## config.mk

```make
export PLATFORM = sky130hd
export DESIGN_NAME = indep_path_driver
export DESIGN_NICKNAME = d
export VERILOG_FILES = /design/src/rtl/indep_drv_pkg.sv /design/src/rtl/indep_path_rom.sv /design/src/rtl/indep_path_driver.sv
export SDC_FILE = /design/constraint.sdc
export NUM_CORES = 1
export LEC_CHECK = 0
export CORE_MARGIN = 5
export CORE_UTILIZATION = 51
export DETAILED_ROUTE_END_ITERATION = 8
export PLACE_DENSITY = 0.84
export SLEW_MARGIN = 30
export SYNTH_ARGS = -nofsm -noshare
export SYNTH_HDL_FRONTEND = slang
export SYNTH_SLANG_ARGS = --single-unit
```

## constraint.sdc

```tcl
create_clock -name clk -period 3.5 [get_ports clk]
set_input_delay 0.7 -clock clk [delete_from_list [all_inputs] [get_ports clk]]
set_output_delay 0.7 -clock clk [all_outputs]
set_load 0.1 [all_outputs]
```

## src/rtl/indep_drv_pkg.sv

```systemverilog
// Shared types, widths and the golden s1..s19 path tables for the indep controller driver.
// Entry i of each table is the value used on step i; unused tail entries are zero.
package indep_drv_pkg;
   localparam int X_W       = 6;
   localparam int Y_W       = 23;
   localparam int STEP_W    = 4;
   localparam int MAX_STEPS = 16;
   localparam logic [STEP_W-1:0] FAIL_NONE = 4'hF;

   typedef enum logic [1:0] {IDLE, RSTD, RUN, FIN} state_t;

   typedef logic [MAX_STEPS-1:0][X_W-1:0] xtab_t;
   typedef logic [MAX_STEPS-1:0][Y_W-1:0] ytab_t;

   // Concatenations list entry 15 first, entry 0 last.
   localparam xtab_t X = {{6{6'h00}},
                          6'h00, 6'h08, 6'h08, 6'h08, 6'h00,
                          6'h08, 6'h08, 6'h04, 6'h0C, 6'h08};

   localparam ytab_t Y = {{6{23'h000000}},
                          23'h400000, 23'h400000, 23'h000000, 23'h000000, 23'h000002,
                          23'h000004, 23'h202000, 23'h400000, 23'h008000, 23'h1E0040};

   localparam ytab_t M = {16{23'h7FFFFF}};
endpackage

```

## src/rtl/indep_path_rom.sv

```systemverilog
// Combinational path lookup: step index -> stimulus word, golden response and compare mask.
module indep_path_rom
   import indep_drv_pkg::*;
#(
   parameter xtab_t X_TAB = X,
   parameter ytab_t Y_TAB = Y,
   parameter ytab_t M_TAB = M
) (
   input  logic [STEP_W-1:0] step,
   output logic [X_W-1:0]    x,
   output logic [Y_W-1:0]    y,
   output logic [Y_W-1:0]    m
);
   assign x = X_TAB[step];
   assign y = Y_TAB[step];
   assign m = M_TAB[step];
endmodule

```

## src/rtl/indep_path_driver.sv

```systemverilog
// Resets the indep controller, walks it along the golden path one step per cycle and
// reports pass or the first mismatching step together with the captured output word.
module indep_path_driver
   import indep_drv_pkg::*;
#(
   parameter int    NUM_STEPS  = 10,
   parameter int    RST_CYCLES = 2,
   parameter xtab_t X_TAB      = X,
   parameter ytab_t Y_TAB      = Y,
   parameter ytab_t M_TAB      = M
) (
   input  logic              clk,
   input  logic              rst,
   input  logic              start,
   input  logic              key_in,
   output logic              dut_rst,
   output logic [X_W-1:0]    x_out,
   output logic              key_out,
   input  logic [Y_W-1:0]    y_in,
   output logic              busy,
   output logic              done,
   output logic              pass,
   output logic [STEP_W-1:0] fail_step,
   output logic [Y_W-1:0]    y_capture
);
   localparam int CNT_W = (RST_CYCLES > 1) ? $clog2(RST_CYCLES) : 1;
   localparam logic [STEP_W-1:0] LAST_STEP = STEP_W'(NUM_STEPS - 1);
   localparam logic [CNT_W-1:0]  RST_LAST  = CNT_W'(RST_CYCLES - 1);

   generate
      if (NUM_STEPS < 1 || NUM_STEPS > MAX_STEPS || RST_CYCLES < 1) begin : g_bad_param
         $error("indep_path_driver: NUM_STEPS must be 1..16 and RST_CYCLES >= 1");
      end
   endgenerate

   state_t            r_state;
   logic [STEP_W-1:0] r_step;
   logic [CNT_W-1:0]  r_rst_cnt;
   logic              r_dut_rst;
   logic [X_W-1:0]    r_x;
   logic              r_key;
   logic              r_busy;
   logic              r_done;
   logic              r_pass;
   logic [STEP_W-1:0] r_fail_step;
   logic [Y_W-1:0]    r_y_cap;

   logic [STEP_W-1:0] w_step_nxt;
   logic [X_W-1:0]    w_x_cur;
   logic [X_W-1:0]    w_x_nxt;
   logic [Y_W-1:0]    w_y_cur;
   logic [Y_W-1:0]    w_m_cur;
   logic [Y_W-1:0]    w_y_unused;
   logic [Y_W-1:0]    w_m_unused;
   logic              w_mismatch;

   // Second lookup supplies the stimulus for the step about to be loaded (0 when leaving RSTD).
   assign w_step_nxt = (r_state == RUN) ? r_step + 4'd1 : '0;

   indep_path_rom #(.X_TAB(X_TAB), .Y_TAB(Y_TAB), .M_TAB(M_TAB)) u_rom_cur (
      .step (r_step),
      .x    (w_x_cur),
      .y    (w_y_cur),
      .m    (w_m_cur)
   );

   indep_path_rom #(.X_TAB(X_TAB), .Y_TAB(Y_TAB), .M_TAB(M_TAB)) u_rom_nxt (
      .step (w_step_nxt),
      .x    (w_x_nxt),
      .y    (w_y_unused),
      .m    (w_m_unused)
   );

   assign w_mismatch = |((y_in ^ w_y_cur) & w_m_cur);

   always_ff @(posedge clk) begin
      if (rst) begin
         r_state     <= IDLE;
         r_step      <= '0;
         r_rst_cnt   <= '0;
         r_dut_rst   <= 1'b1;
         r_x         <= '0;
         r_key       <= 1'b0;
         r_busy      <= 1'b0;
         r_done      <= 1'b0;
         r_pass      <= 1'b0;
         r_fail_step <= FAIL_NONE;
         r_y_cap     <= '0;
      end else begin
         r_done <= 1'b0;
         case (r_state)
            IDLE: begin
               r_dut_rst <= 1'b1;
               r_x       <= '0;
               if (start) begin
                  r_key       <= key_in;
                  r_pass      <= 1'b0;
                  r_fail_step <= FAIL_NONE;
                  r_y_cap     <= '0;
                  r_busy      <= 1'b1;
                  r_rst_cnt   <= '0;
                  r_state     <= RSTD;
               end
            end
            RSTD: begin
               if (r_rst_cnt == RST_LAST) begin
                  r_dut_rst <= 1'b0;
                  r_x       <= w_x_nxt;
                  r_step    <= '0;
                  r_state   <= RUN;
               end else begin
                  r_rst_cnt <= r_rst_cnt + 1'b1;
               end
            end
            RUN: begin
               if (w_mismatch) begin
                  r_fail_step <= r_step;
                  r_y_cap     <= y_in;
                  r_state     <= FIN;
               end else if (r_step == LAST_STEP) begin
                  r_pass  <= 1'b1;
                  r_state <= FIN;
               end else begin
                  r_step <= r_step + 1'b1;
                  r_x    <= w_x_nxt;
               end
            end
            FIN: begin
               r_done    <= 1'b1;
               r_busy    <= 1'b0;
               r_dut_rst <= 1'b1;
               r_x       <= '0;
               r_state   <= IDLE;
            end
            default: r_state <= IDLE;
         endcase
      end
   end

   assign dut_rst   = r_dut_rst;
   assign x_out     = r_x;
   assign key_out   = r_key;
   assign busy      = r_busy;
   assign done      = r_done;
   assign pass      = r_pass;
   assign fail_step = r_fail_step;
   assign y_capture = r_y_cap;
endmodule

```

==> reports/metrics.cfg <==
[sta]
fin_crit_sh_pct=83.3
hold_ws_ns=0.459
setup_viol=0
worst_slew_pin_slew_ns=0.985
fin_skew_ns=0.00313
finalHoldViolCount=0
fmax_mhz=343
max-slew-margin-rel_pct=34.1
fin_setup_tns_ns=0
rsz0062_at_grt=no
drv_slew=0
fin_crit_ns=2.91
setup_ws_ns=0.586

[routing]
drtIter0Drc=108
dr.pass1.iters=5
antenna_left=0
via_per_inst=5.52
wl_per_cell_um=15.0
vias=2127
drc=0
wl_um=5780

[cts]
postCtsHoldBufs=0
h-tree-depth=2
worstSkewPairLatency_ns=0.31
cts_resized=0
cts_root_buffer=clkbuf_8
cts_num_sinks=47
cts_setup_buffers=0
cts_buffer_depth=2
cts.clk_slew.worst_paths_ns=0.09
cts_made_buffers=5
cts_tree=built

[power]
finalPower_mw=1.94
peakVddDrop_mv=0.374
powerDensity_mw_per_mm2=633
p_leak_nw=1.16

[layout]
fin_util_pct=69.9
drive_gt1_share_pct=8.71
seq_area_sq_um=941
fin_nets=368
multi_input_area_sq_mm=0.00127
syn2layout_area_growth_pct=32.3
n_fill_cell=359
diodes=0

[floorplan]
core-area_sq_mm=0.00438
die_h_um=77.4
io_pins=65
die_x_um=77.4
floorplan.initialDensity_pct=52.9
dieArea_sq_mm=0.00599
fp-row-count=24

[worst_setup_path]
cp.required_ns=3.72
critPathMaxFanout=5
rrSetupSlack_ns=0.86
reg2regPathDepth=9
worstSetupStartpointType=input pin
cp.arrival_ns=3.13
r2r_start=r_state[0]
end_kind=flop
crit_start=y_in[7]
path_class=input pin to flop

[grt]
antenna_found_initial=0
grt_max_degree=33
overflow=0
grt_first_pass_wirelength_um=9800
grt_pass1_vias=2074
grt.total_usage_pct=19.6

[yosys]
ys_seq_elements=47
synth_seq_area_share_pct=40.6
syn_area_sq_mm=0.00232
synth-edff-count=0
synthCells=272
synth_cell_type_count=43
async_flop_share_pct=0
ys.flop_type=dfxtp_1
ys_warn_count=0
avgSynthCellArea_sq_um=8.52

[hold_path]
hold_depth=2
hp-start=key_out
hold_path.class=flop to flop

[flow_run]
drv_cap=0

[placement]
place.gp.congestion=0.864
dp_hpwl_um=4390
portBuffers=60
dp_slack_ns=0.284

[outcome]
outcome=finished, final reports clean

-- Yosys cell counts, types with 2 or more instances --
| cell type | number | area, sq um |
|---|---|---|
| nor2_1 | 10 | 37.5 |
| nor4_1 | 4 | 25.0 |
| xnor2_1 | 5 | 43.8 |
| o21ai_0 | 8 | 40.0 |
| buf_4 | 4 | 30.0 |
| a211oi_1 | 2 | 15.0 |
| and3b_1 | 2 | 17.5 |
| nor3b_1 | 4 | 30.0 |
| buf_1 | 4 | 15.0 |
| nand2b_1 | 27 | 169 |
| nand2_1 | 20 | 75.1 |
| a21oi_2 | 2 | 17.5 |
| a21oi_1 | 30 | 150 |
| nor4_2 | 2 | 25.0 |
| inv_1 | 10 | 37.5 |
| nand3_1 | 28 | 140 |
| nand4_1 | 2 | 12.5 |
| ha_1 | 9 | 113 |
| nor2b_1 | 7 | 43.8 |
| and3_1 | 2 | 12.5 |
| mux2i_1 | 10 | 100 |
| dfxtp_1 | 47 | 941 |
| clkbuf_1 | 9 | 33.8 |
| nor3_1 | 5 | 25.0 |
-- logic make-up (layout without fill, tap and decap cells) --
| kind of cell | count (synthesis) | in the layout | share of synthesized area, % |
|---|---|---|---|
| other | 1 | 4 | 0.162 |
| buffers and inverters | 28 | 86 | 5.24 |
| and+or+nand+nor | 124 | 124 | 31.0 |
| muxes | 11 | 11 | 4.81 |
| DFF | 47 | 47 | 40.6 |
| AOI/OAI and AO/OA | 46 | 46 | 11.0 |
| adders and majority gates | 9 | 9 | 4.86 |
| xor gates and xnor gates | 6 | 6 | 2.27 |
-- worst max-delay path: stages --
cell and delay [ns]:
clkdlybuf4s50_1 0.44, nor4_2 0.39, nand4_1 0.24, nor4_4 0.45, buf_4 0.21, mux2i_1 0.28
inv_1 0.13, a211oi_1 0.28
-- power by group --
part | total (mW) | switching (mW) | leakage (nW) | internal, mW
Combinational | 0.962 | 0.666 | 0.732 | 0.297
Sequential | 0.631 | 0.0387 | 0.380 | 0.592
Clock | 0.349 | 0.201 | 0.0467 | 0.148
Total | 1.94 | 0.906 | 1.16 | 1.04
-- final timing paths --
check | end
hold reg to reg | key_out
setup reg to reg | u_rom_cur.y[22]
setup / recovery | u_rom_cur.y[22]
hold / removal | key_out
-- state kept, by name (all words and copies together), names as in the netlist --
register / cells
y_capture: 23
u_rom_cur.y: 6
fail_step: 4
r_step: 4
r_state: 2
x_out: 2
busy: 1
done: 1
dut_rst: 1
key_out: 1
pass: 1
r_rst_cnt: 1
-- placed cells by master (no fill, tap or decap), types with 2 or more instances in the layout --
cell / Yosys / layout
nand4_1: 2 / 2
a21oi_2: 2 / 2
nor4_2: 2 / 2
nand2_1: 20 / 20
conb_1: 1 / 4
o21ai_0: 8 / 8
nor2_1: 10 / 10
inv_1: 10 / 10
mux2i_1: 10 / 10
a21oi_1: 30 / 30
and3_1: 2 / 2
dfxtp_1: 47 / 47
xnor2_1: 5 / 5
nor2b_1: 7 / 6
clkdlybuf4s50_1: 0 / 59
nor4_1: 4 / 4
nor3b_1: 4 / 4
ha_1: 9 / 9
nor3_1: 5 / 5
nand3_1: 28 / 28
and3b_1: 2 / 2
buf_4: 4 / 9
clkbuf_8: 0 / 5
a211oi_1: 2 / 2
nand2b_1: 27 / 27
-- routing by layer --
metal | wire length [um] | GRT usage, % | vias up
met1 | 2410 | 24.7 | 986
met5 | 0 | 0 | -
li1 | - | - | 1053
met4 | 84 | 6.01 | 0
met3 | 403 | 4.63 | 8
met2 | 2880 | 33.1 | 80
-- final cells by class --
class | instances | share of cell area (%)
clock inverter | 3 | 0.898
multi-input combinational | 200 | 41.4
inverter | 10 | 1.22
tap | 52 | 2.12
sequential | 47 | 30.7
timing repair buffer | 68 | 21.5
clock buffer | 5 | 2.24
-- through the flow --
| step | area, sq um | instances |
|---|---|---|
| final | 3070 | 385 |
| after global routing | 3070 | 385 |
| after CTS | 3070 | 385 |
| after detailed placement | 2970 | 377 |
| after global placement | 2970 | 377 |
| after floorplan | 2330 | 275 |
(Power assumes the default switching activity.)
